## src/rtl/sel_debounce_toggle.sv

```systemverilog
// Pushbutton debouncer that flips a registered 2:1 mux select once per accepted press.
// Optional auto-alternate mode (auto_en port, periodic flips) is enabled by defining SEL_AUTO_TOGGLE_EN.
module sel_debounce_toggle #(
    parameter int DEBOUNCE_CYCLES = 4,
    parameter bit INIT_SEL        = 1'b0,
    parameter int AUTO_PERIOD     = 8
) (
    input  logic clk,
    input  logic rst_n,
    input  logic btn,
`ifdef SEL_AUTO_TOGGLE_EN
    input  logic auto_en,
`endif
    output logic sel,
    output logic toggle
);

    localparam int CW = $clog2(DEBOUNCE_CYCLES + 1);
    localparam logic [CW-1:0] CNT_MAX = CW'(DEBOUNCE_CYCLES);

    typedef enum logic [1:0] {
        IDLE         = 2'd0,
        PRESS_WAIT   = 2'd1,
        HELD         = 2'd2,
        RELEASE_WAIT = 2'd3
    } state_t;

    if (DEBOUNCE_CYCLES < 1 || DEBOUNCE_CYCLES > 65535 || AUTO_PERIOD < 2) begin : g_param_check
        $error("sel_debounce_toggle: parameter out of legal range");
    end

    logic          sync1;
    logic          btn_s;
    state_t        state;
    state_t        state_nxt;
    logic [CW-1:0] cnt;
    logic [CW-1:0] cnt_nxt;
    logic          press_flip;
    logic          flip;

    // Two-flop synchronizer for the asynchronous button
    always_ff @(posedge clk) begin
        if (!rst_n) begin
            sync1 <= 1'b0;
            btn_s <= 1'b0;
        end else begin
            sync1 <= btn;
            btn_s <= sync1;
        end
    end

    // Debounce FSM next-state; a press is accepted only once per full press/release cycle
    always_comb begin
        state_nxt  = state;
        cnt_nxt    = cnt;
        press_flip = 1'b0;
        case (state)
            IDLE: begin
                if (btn_s) begin
                    state_nxt = PRESS_WAIT;
                    cnt_nxt   = CW'(1);
                end else begin
                    cnt_nxt   = '0;
                end
            end
            PRESS_WAIT: begin
                if (!btn_s) begin
                    state_nxt = IDLE;
                    cnt_nxt   = '0;
                end else if (cnt < CNT_MAX) begin
                    cnt_nxt   = cnt + CW'(1);
                end else begin
                    state_nxt  = HELD;
                    cnt_nxt    = '0;
                    press_flip = 1'b1;
                end
            end
            HELD: begin
                if (!btn_s) begin
                    state_nxt = RELEASE_WAIT;
                    cnt_nxt   = CW'(1);
                end else begin
                    state_nxt = HELD;
                end
            end
            RELEASE_WAIT: begin
                // A bounce back high while releasing is absorbed without a flip
                if (btn_s) begin
                    state_nxt = HELD;
                    cnt_nxt   = '0;
                end else if (cnt < CNT_MAX) begin
                    cnt_nxt   = cnt + CW'(1);
                end else begin
                    state_nxt = IDLE;
                    cnt_nxt   = '0;
                end
            end
            default: begin
                state_nxt = IDLE;
                cnt_nxt   = '0;
            end
        endcase
    end

`ifdef SEL_AUTO_TOGGLE_EN
    localparam int AW = $clog2(AUTO_PERIOD);
    localparam logic [AW-1:0] AUTO_MAX = AW'(AUTO_PERIOD - 1);

    logic [AW-1:0] auto_cnt;
    logic [AW-1:0] auto_cnt_nxt;
    logic          auto_wrap;

    // Auto-alternate period counter; an accepted press merges with a wrap and restarts the period
    always_comb begin
        auto_wrap    = 1'b0;
        auto_cnt_nxt = auto_cnt;
        if (!auto_en) begin
            auto_cnt_nxt = '0;
        end else if (auto_cnt == AUTO_MAX) begin
            auto_wrap    = 1'b1;
            auto_cnt_nxt = '0;
        end else if (press_flip) begin
            auto_cnt_nxt = '0;
        end else begin
            auto_cnt_nxt = auto_cnt + AW'(1);
        end
        flip = press_flip | auto_wrap;
    end

    // Auto counter register
    always_ff @(posedge clk) begin
        if (!rst_n) begin
            auto_cnt <= '0;
        end else begin
            auto_cnt <= auto_cnt_nxt;
        end
    end
`else
    assign flip = press_flip;
`endif

    // FSM state, debounce counter and registered outputs
    always_ff @(posedge clk) begin
        if (!rst_n) begin
            state  <= IDLE;
            cnt    <= '0;
            sel    <= INIT_SEL;
            toggle <= 1'b0;
        end else begin
            state  <= state_nxt;
            cnt    <= cnt_nxt;
            sel    <= sel ^ flip;
            toggle <= flip;
        end
    end

endmodule
```

## config.mk

```make
export PLATFORM = sky130hd
export DESIGN_NAME = sel_debounce_toggle
export DESIGN_NICKNAME = d
export VERILOG_FILES = /design/src/rtl/sel_debounce_toggle.sv
export SDC_FILE = /design/constraint.sdc
export NUM_CORES = 1
export LEC_CHECK = 0
export BUFFER_PORTS_ARGS = -buffer_cell sky130_fd_sc_hd__clkbuf_2
export CAP_MARGIN = 25
export CELL_PAD_IN_SITES_DETAIL_PLACEMENT = 0
export CELL_PAD_IN_SITES_GLOBAL_PLACEMENT = 1
export CORE_AREA = 3 3 40 42
export CTS_BUF_LIST = sky130_fd_sc_hd__clkbuf_8
export DETAILED_ROUTE_END_ITERATION = 10
export DIE_AREA = 0 0 43 45
export HOLD_SLACK_MARGIN = 0.03
export PLACE_DENSITY = 0.54
export REMOVE_ABC_BUFFERS = 1
export SYNTH_ARGS = -nofsm -noshare
export SYNTH_HDL_FRONTEND = slang
export SYNTH_SLANG_ARGS = --single-unit
export TNS_END_PERCENT = 5
```

## constraint.sdc

```tcl
create_clock -name clk -period 0.8 [get_ports clk]
set_input_delay 0.04 -clock clk [delete_from_list [all_inputs] [get_ports clk]]
set_output_delay 0.04 -clock clk [all_outputs]
set_load 0.01 [all_outputs]
```

==> results of run 1 <==
-- synthesized netlist by cell type (all sizes together) --
master / count
ha: 1
and2: 3
o22ai: 2
nand2b: 1
nand3b: 2
o2111a: 1
a211oi: 1
nand2: 3
o21ai: 1
xnor2: 1
nand4b: 2
inv: 1
dfxtp: 9
a21oi: 1
mux2i: 1
a21bo: 1
buf: 1
and4b: 1
nand3: 1
-- worst max-delay path, delay by kind of cell, from the launching register on --
kind                       cells  cell delay, ps
AOI/OAI and AO/OA              1              80
DFF                            1             310
adders and majority gates      1             290
and+or+nand+nor                1              90
-- final cells by class --
class / instances / area share
Multi-Input combinational cell: 23 / 0.349
Inverter: 1 / 0.00787
Clock inverter: 1 / 0.00787
Tap cell: 15 / 0.0394
Clock buffer: 3 / 0.0866
Sequential cell: 9 / 0.388
Timing Repair Buffer: 9 / 0.121
-- cell families after synthesis --
group | after synthesis | synth area share
buffers and inverters | 2 | 0.0246
adders and majority gates | 1 | 0.0352
and+or+nand+nor | 13 | 0.236
DFF | 9 | 0.507
muxes | 1 | 0.0282
xor gates and xnor gates | 1 | 0.0247
AOI/OAI and AO/OA | 7 | 0.144
-- path summary, 6_finish.rpt --
path                            startpoint      to  slack, ps
worst max register to register      cnt[1]  cnt[1]        -90
worst min register to register       sync1   btn_s        440
worst max-delay path                cnt[1]  cnt[1]        -90
worst min-delay path                   btn   sync1         30
-- cell usage in the layout, fill, tap and decap left out --
| cell | Yosys | final |
|---|---|---|
| nand2b_1 | 1 | 1 |
| a211oi_1 | 1 | 1 |
| o2111a_1 | 1 | 1 |
| o22ai_1 | 2 | 2 |
| buf_4 | 0 | 5 |
| and4b_1 | 1 | 1 |
| o21ai_1 | 0 | 1 |
| mux2i_1 | 1 | 1 |
| xnor2_1 | 1 | 1 |
| a21bo_2 | 1 | 1 |
| and2_1 | 3 | 3 |
| ha_1 | 1 | 1 |
| clkbuf_8 | 0 | 3 |
| dfxtp_2 | 0 | 4 |
| clkbuf_2 | 0 | 4 |
| inv_1 | 1 | 2 |
| nand3b_1 | 2 | 2 |
| dfxtp_1 | 9 | 5 |
| nand2_1 | 3 | 3 |
| nand3_1 | 1 | 1 |
| a21oi_1 | 1 | 1 |
| nand4b_1 | 2 | 2 |
-- metal layers --
metal / vias up / wire length, µm / GRT usage
li1: 146 / - / -
met1: 128 / 286 / 0.0829
met2: 5 / 304 / 0.120
met3: 3 / 42 / 0.0518
met4: 0 / 22 / 0.0723
met5: - / 0 / 0
-- through the flow --
step	setup TNS [ps]	instances	hold WS, ps	util	worst slack (ps)
2_1_floorplan	-148	33	162	-	-52.1
3_3_place_gp	-337	57	250	0.332	-74.5
3_5_place_dp	-406	57	255	0.332	-119
4_1_cts	-276	61	33.3	0.370	-98.1
5_1_grt	-603	61	38.8	0.371	-156
6_report	-246	61	34.3	0.371	-86.1
-- power breakdown --
part	switching, mW	leakage, nW	internal (mW)	total [mW]
Combinational	0.0158	0.0951	0.0163	0.0321
Clock	0.174	0.0269	0.334	0.508
Sequential	0.00551	0.0750	0.458	0.464
-- timing repair --
item	CTS	global route
gates resized for setup	4	1
pin swaps	3	1
cloned	0	0
setup endpoints to repair	7	7
==> metrics.txt, run 1 <==
Layout fillers about 130; static leakage slightly below 0.2 nW; n_diodes 0; synth top area cells dfxtp_1, and2_1, nand4b_1, nand3b_1, ha_1; Final nets a little over 50; Slew HR 0.830; post-DR vias/cell 4.62; CP max stage delay roughly 310 ps; Area Overhead vs Synth 34.2%; cell depth of the worst flop-to-flop path 3; crit end category register; htree depth 1; Clk Latency, worst-skew pair about 230 ps; setup ws final -86.1 ps; Critical Path RT approximately 900 ps; WL final ~660 µm; critical-path cell list ha_1 > nand4b_1 > o22ai_1; Slew Limit Fails 0; Final Critical Period roughly 900 ps; hold path cells 2; worst-case clock buffer depth 2; # DRC 0; drt pass-1 iters 4; DIE WIDTH about 43 µm; Final Wtd Congestion 0.774; Initial Util 0.277; CTS Buf Count 3; Final Power between 1 and 1.5 mW; number of global-route vias before repair 272; post-route ant nets 0; critical setup path kind register to register; number of distinct library cells after synthesis 19; Critical Path AT around 1000 ps; Multi-input gate area between 150 and 200 µm²; Final period util 1.11; final setup vio count 5; clock sink total 9; final hold violations 0; clk root buf clkbuf_8; share of cells above drive strength 1 0.370; MaxCap Viol Count 0; Seq cells post-synth 9; Yosys warnings 0; post-CTS setup buffers 0; Iter 0 DRT Violations 2; Layout Skew 0.917 ps; I/O pins 5; Total GRT Usage 0.0828; VDD IR max about 0.8 mV; drt wl/cell ~11 µm; violated checks setup timing; Die H between 40 and 50 µm; CTS tree built; sequential share of the synthesized area 0.507; via count roughly 280; Port Buf Inserts 4; cts hold-fix bufs 0; dpl hpwl a little under 500 µm; Worst setup SP type register; Synth top area share 0.507; pwr/cell area ~2100 nW/µm²; GRT overflow 0; mean post-synth cell area about 10 µm²; RSZ-0062 raised after global routing yes; Max Clk Rate between 1 and 1.5 GHz; initial antenna violation count 0; Synth area leader dfxtp_1; largest net degree at the start of global routing 12; mapped cell area approximately 360 µm²; CP Max Fanout 2; CP max-delay cell dfxtp_1; cell count after synthesis 34; num rows 13; status finished, violations left; Worst-Margin Slew roughly 250 ps; register area approximately 190 µm²; Die ar. ~1900 µm²; first-pass GRT wire length between 1 and 1.5 mm; Final Cell Area 477 µm²; area post-placement 427 µm²; Core Footprint about 1300 µm²; clk slew on worst S/H paths 40 ps; HP Class primary input to register
Power figures use the tool's default switching activity.
==> run 2: changes to the inputs <==
--- a/config.mk
+++ b/config.mk
@@ -5,6 +5,7 @@
 export SDC_FILE = /design/constraint.sdc
 export NUM_CORES = 1
 export LEC_CHECK = 0
+export ABC_AREA = 1
 export BUFFER_PORTS_ARGS = -buffer_cell sky130_fd_sc_hd__clkbuf_2
 export CAP_MARGIN = 25
 export CELL_PAD_IN_SITES_DETAIL_PLACEMENT = 0
@@ -14,8 +15,7 @@
 export DETAILED_ROUTE_END_ITERATION = 10
 export DIE_AREA = 0 0 43 45
 export HOLD_SLACK_MARGIN = 0.03
-export PLACE_DENSITY = 0.54
-export REMOVE_ABC_BUFFERS = 1
+export PLACE_DENSITY = 0.57
 export SYNTH_ARGS = -nofsm -noshare
 export SYNTH_HDL_FRONTEND = slang
 export SYNTH_SLANG_ARGS = --single-unit
==> metrics.txt, run 2 <==
RSZ-0062 raised after global routing yes; Final nets 67 (+31%); critical setup path kind register to register; cell count after synthesis 49 (+44%); CTS Buf Count 3 (unchanged); Synth Area in Compound Gates 0.0702 (-0.0742); Final Util 0.391 (+0.0204); Total GRT Usage 0.0908 (+0.00806); Critical Path AT 1100 ps (+110 ps); clk root buf clkbuf_8; drt pass-1 iters 4 (unchanged); number of distinct library cells after synthesis 10 (-9); dpl hpwl 519 µm (+6.3%); post-DR vias/cell 4.26 (-7.9%); first-pass GRT wire length 1.17 mm (+8.4%); initial antenna violation count 0 (unchanged); most frequent cell after synthesis nand2_1; post-route ant nets 0 (unchanged); setup ws final -140 ps (-53.5 ps); Synth Area in XOR/XNOR 0 (-0.0246); Final period util 1.17 (+0.0669); htree depth 1 (unchanged); Final Cell Area 503 µm² (+5.5%); register area 188 µm² (+1.4%); n_diodes 0 (unchanged); I/O pins 5 (unchanged); Final Critical Period 940 ps (+53.5 ps); clk slew on worst S/H paths 40 ps (about the same); Synth area leader dfxtp_1; num rows 13 (unchanged); Layout fillers 145 (+9.0%); largest family of logic cells by synthesized area simple AND/OR/NAND/NOR gates; Int Pwr 0.806 mW (-0.32%); crit end category register; Multi-input gate area 165 µm² (-0.75%); CTS tree built; Synth top area share 0.505 (-0.00178); CP max stage delay 310 ps (about the same); Critical Path RT 960 ps (+60 ps); via count 328 (+16%); Area Overhead vs Synth 41.1%; WL final 695 µm (+5.9%); VDD IR max 0.620 mV (-23%); Switch Pwr 0.201 mW (+2.7%); Final Wtd Congestion 0.671 (-13%); Slew HR 0.817 (-0.0128); Clk Latency, worst-skew pair 230 ps (about the same); final hold violations 0 (unchanged); Die ar. 1940 µm² (unchanged); syn_nets 53; DIE WIDTH 43 µm (unchanged); Layout Skew 0.944 ps (+0.0264 ps); part of the power in registers 0.458 (-0.004); GRT overflow 0 (unchanged); sequential share of the synthesized area 0.505 (-0.00178); Die H 45 µm (unchanged); mean post-synth cell area 7.28 µm² (-30%); static leakage 0.232 nW (+18%); Seq cells post-synth 9 (unchanged); proportion of synthesized area in mux cells 0 (-0.0282); top post-synthesis cells by count nand2_1, dfxtp_1, nor2_1; area post-placement 418 µm² (-2.1%); Iter 0 DRT Violations 1 (-1); commonest non-fill, non-tap cell in the layout nand2_1; Clock Power Share 0.506 (about the same); largest net degree at the start of global routing 7 (-5); critical-path cell list ha_1 > inv_1 > nor2_1 > nand3_1 > a21oi_1; violated checks setup timing; DP Worst Slack -181 ps (-61.5 ps); commonest cells after routing, fill and taps aside nand2_1, nor2_1, inv_1, dfxtp_1; number of global-route vias before repair 284 (+4.4%); Synth Area in Adders 0.0351 (-0.000124); share of cells above drive strength 1 0.306 (-0.0631); sw frac 0.199 (+0.00471); CP max-delay cell dfxtp_1; HP Class primary input to register; Max Clk Rate 1.06 GHz (-5.7%); Yosys warnings 0 (unchanged); # DRC 0 (unchanged); Initial Util 0.278 (+0.000974); synth top area cells dfxtp_1, nand2_1, nor2_1, inv_1, a21oi_1; Port Buf Inserts 4 (unchanged); Synth async-reset ratio 0 (unchanged); Core Footprint 1280 µm² (unchanged); worst-case clock buffer depth 2 (unchanged); setup TNS -407 ps (-162 ps); pwr/cell area 2000 nW/µm² (-5.0%); clock sink total 9 (unchanged); MaxCap Viol Count 0 (unchanged); number of enable flip-flop cells after synthesis 0 (unchanged); Logic pwr share 0.036 (+0.004); Slew Limit Fails 0 (unchanged); post-synthesis simple-gate area fraction 0.316 (+0.0799); Worst setup SP type register; mapped cell area 357 µm² (+0.35%); drt wl/cell 9.03 µm (-16%); status finished, violations left; ys flop type dfxtp_1; Worst-Margin Slew 274 ps (+20.0 ps); final setup vio count 5 (unchanged); CP Max Fanout 2 (unchanged)
==> run 2: kinds of logic (layout without fill, tap and decap cells) <==
| logic type | after synthesis | after routing |
|---|---|---|
| buf+inv | 7 | 20 |
| fa+ha+maj | 1 | 1 |
| flops | 9 | 9 |
| compound gates | 5 | 5 |
| simple gates | 27 | 27 |
==> run 2: final timing paths <==
| check | startpoint | to | slack, ps | depth (start not counted) |
|---|---|---|---|---|
| setup reg to reg | cnt[1] | cnt[1] | -140 | 5 |
| setup / recovery | cnt[1] | cnt[1] | -140 | 5 |
| hold / removal | rst_n | sync1 | 60 | 3 |
| hold reg to reg | sync1 | btn_s | 410 | 2 |
==> run 2: layout make-up <==
| type | count | area share |
|---|---|---|
| clock buffer | 3 | 0.0821 |
| sequential | 9 | 0.373 |
| inverter | 7 | 0.0522 |
| timing repair buffer | 9 | 0.119 |
| clock inverter | 1 | 0.00746 |
| multi-input combinational | 33 | 0.328 |
| tap | 15 | 0.0373 |
==> run 2: metrics by stage <==
step,total power [mW],cells,hold slack (ps)
finish,1.01,77,59.0
global route,1.06,77,94.4
CTS,1.03,77,61.0
detailed placement,0.500,71,230
global placement,0.500,71,226
floorplan,0.487,49,133
==> run 2: power groups by stage <==
stage | sequential (mW) | clock, mW | combinational [mW]
CTS | 0.460 | 0.537 | 0.0346
global route | 0.461 | 0.556 | 0.0413
finish | 0.461 | 0.509 | 0.0362
global placement | 0.471 | 0 | 0.0284
detailed placement | 0.471 | 0 | 0.0290
floorplan | 0.470 | 0 | 0.0170
==> run 2: repair_timing <==
action                                  4_1_cts  5_1_grt
buffers inserted                              1        0
endpoints found under the hold margin         1        0
hold buffers                                  1        0
endpoints found under the setup margin        7        7
resized for setup                             5        3
pin swaps                                     1        0
==> run 2: metal layers <==
metal	vias to the layer above	wire (µm)	track usage
met3	2	35	0.0359
met1	143	347	0.106
met2	6	304	0.114
li1	177	-	-
met5	-	0	0
met4	0	8	0.108
==> run 2: critical path: cells and delay by family, from the launching register on <==
kind | cells | cell delay (ps)
simple gates | 2 | 150
fa+ha+maj | 1 | 270
compound gates | 1 | 110
buf+inv | 1 | 30
flops | 1 | 310
==> run 3: changes to the inputs <==
--- a/config.mk
+++ b/config.mk
@@ -10,10 +10,10 @@
 export CAP_MARGIN = 25
 export CELL_PAD_IN_SITES_DETAIL_PLACEMENT = 0
 export CELL_PAD_IN_SITES_GLOBAL_PLACEMENT = 1
-export CORE_AREA = 3 3 40 42
+export CORE_AREA = 2 2 39 41
 export CTS_BUF_LIST = sky130_fd_sc_hd__clkbuf_8
 export DETAILED_ROUTE_END_ITERATION = 10
-export DIE_AREA = 0 0 43 45
+export DIE_AREA = 0 0 41 43
 export HOLD_SLACK_MARGIN = 0.03
 export PLACE_DENSITY = 0.57
 export SYNTH_ARGS = -nofsm -noshare
==> metrics.txt, run 3 (synthesis gave the netlist of run 2 again) <==
status finished, violations left; violated checks setup timing; Initial Util 0.258 (-0.0198); static leakage 0.247 nW (+6.2%); Final Cell Area 529 µm² (+5.2%); Switch Pwr 0.203 mW (+1.2%); pwr/cell area 1910 nW/µm² (-4.4%); Final Wtd Congestion 0.640 (-4.6%); Clk Latency, worst-skew pair 230 ps (about the same); Critical Path RT 970 ps (about the same); Iter 0 DRT Violations 1 (unchanged); Port Buf Inserts 4 (unchanged); part of the power in registers 0.455 (-0.003); number of global-route vias before repair 327 (+15%); Slew Limit Fails 0 (unchanged); Layout Skew 2.82 ps (+1.88 ps); post-DR vias/cell 4.17 (-2.0%); WL final 730 µm (+5.0%); sw frac 0.200 (+0.00107); CTS Buf Count 3 (unchanged); GRT overflow 0 (unchanged); Logic pwr share 0.042 (+0.006); dpl hpwl 514 µm (-1.0%); final hold violations 0 (unchanged); post-route ant nets 0 (unchanged); Total GRT Usage 0.116 (+0.0251); Core Footprint 1380 µm² (+7.7%); Area Overhead vs Synth 48.4%; initial antenna violation count 0 (unchanged); clk slew on worst S/H paths 40 ps (about the same); commonest non-fill, non-tap cell in the layout nand2_1; VDD IR max 1.02 mV (+64%); Int Pwr 0.810 mW (+0.50%); num rows 14 (+1); drt wl/cell 9.01 µm (-0.15%); via count 338 (+3.0%); Final Critical Period 935 ps (-4.12 ps); Critical Path AT 1100 ps (about the same); MaxCap Viol Count 0 (unchanged); Worst setup SP type register; RSZ-0062 raised after global routing yes; Die ar. 1760 µm² (-8.9%); Layout Cells excl Fill 81 (+5.2%); placed cell count 76 (+7.0%); Worst-Margin Slew 251 ps (-22.3 ps); CP Max Fanout 2 (unchanged); first-pass GRT wire length 1.33 mm (+14%); DIE WIDTH 41 µm (-4.7%); Max Clk Rate 1.07 GHz (+0.44%); Final Power 1.01 mW (+0.64%); crit end category register; share of cells above drive strength 1 0.354 (+0.0474); # DRC 0 (unchanged); Die H 43 µm (-4.4%); area post-placement 449 µm² (+7.5%); Clock Power Share 0.503 (-0.003); final setup vio count 6 (+1); critical setup path kind register to register; reg2reg setup slack -140 ps (about the same); Final nets 70 (+4.5%); clk root buf clkbuf_8; I/O pins 5 (unchanged); Slew HR 0.832 (+0.0149); setup ws final -135 ps (+4.12 ps); clock sink total 9 (unchanged); htree depth 1 (unchanged); commonest cells after routing, fill and taps aside nand2_1, inv_1, nor2_1, buf_4, dfxtp_1; drt pass-1 iters 2 (-2); HP Class primary input to register; largest net degree at the start of global routing 6 (-1); CTS tree built; worst-case clock buffer depth 2 (unchanged); n_diodes 0 (unchanged); Final period util 1.17 (-0.00514); Layout fillers 148 (+2.1%)
==> run 3: cell count changes in the layout (fill, tap and decap cells not counted) <==
cell,previous run,this run
o21ai_1,0,1
nor2_1,8,7
o21ai_0,1,0
buf_4,4,7
nor2_2,1,2
==> run 3: area by class of cell <==
class / count / area (µm²) / area share
sequential: 9 / 188 / 0.355
multi-input combinational: 33 / 168 / 0.317
timing repair buffer: 12 / 82.6 / 0.156
clock buffer: 3 / 41.3 / 0.0780
inverter: 7 / 26.3 / 0.0496
tap: 16 / 20.0 / 0.0378
clock inverter: 1 / 3.75 / 0.00709
==> run 3: layer usage <==
layer | wire [µm] | vias to the layer above | track usage | part of all wire
met3 | 26 | 2 | 0.0314 | 0.036
met2 | 351 | 6 | 0.147 | 0.48
li1 | - | 184 | - | -
met1 | 333 | 146 | 0.153 | 0.46
met5 | 0 | - | 0 | 0
met4 | 18 | 0 | 0.100 | 0.025
==> run 3: through the flow <==
step | utilization | TNS (ps) | setup WS [ps] | hold slack, ps
after global placement | 0.325 | -635 | -141 | 222
after global routing | 0.382 | -883 | -226 | 91.5
after CTS | 0.373 | -400 | -150 | 59.7
after detailed placement | 0.325 | -603 | -160 | 229
final | 0.382 | -340 | -135 | 62.4
after floorplan | - | -216 | -115 | 133
==> run 3: what timing repair did <==
action	CTS	global route
endpoints found under the setup margin	7	7
hold buffers	1	0
hold endpoints to repair	1	0
gates cloned	0	0
pin swaps	1	0
setup buffers	0	0
resized for setup	7	3
==> run 3: power groups by stage <==
stage	Clock (mW)	Combinational (mW)	Sequential [mW]
detailed placement	0	0.0354	0.470
finish	0.510	0.0425	0.460
CTS	0.528	0.0394	0.460
floorplan	0	0.0170	0.470
global route	0.555	0.0496	0.461
global placement	0	0.0361	0.470
==> run 3: critical path: stages, from the launching register on <==
cell and delay, ps:
dfxtp_1 310, ha_1 270, inv_1 30, nor2_1 70, nand3_1 70, a21oi_1 110
==> run 3: path summary, 6_finish.rpt <==
path	startpoint	end	cells after the start
max	cnt[1]	cnt[1]	5
min reg2reg	sync1	btn_s	2
max reg2reg	cnt[1]	cnt[1]	5
min	rst_n	btn_s	3
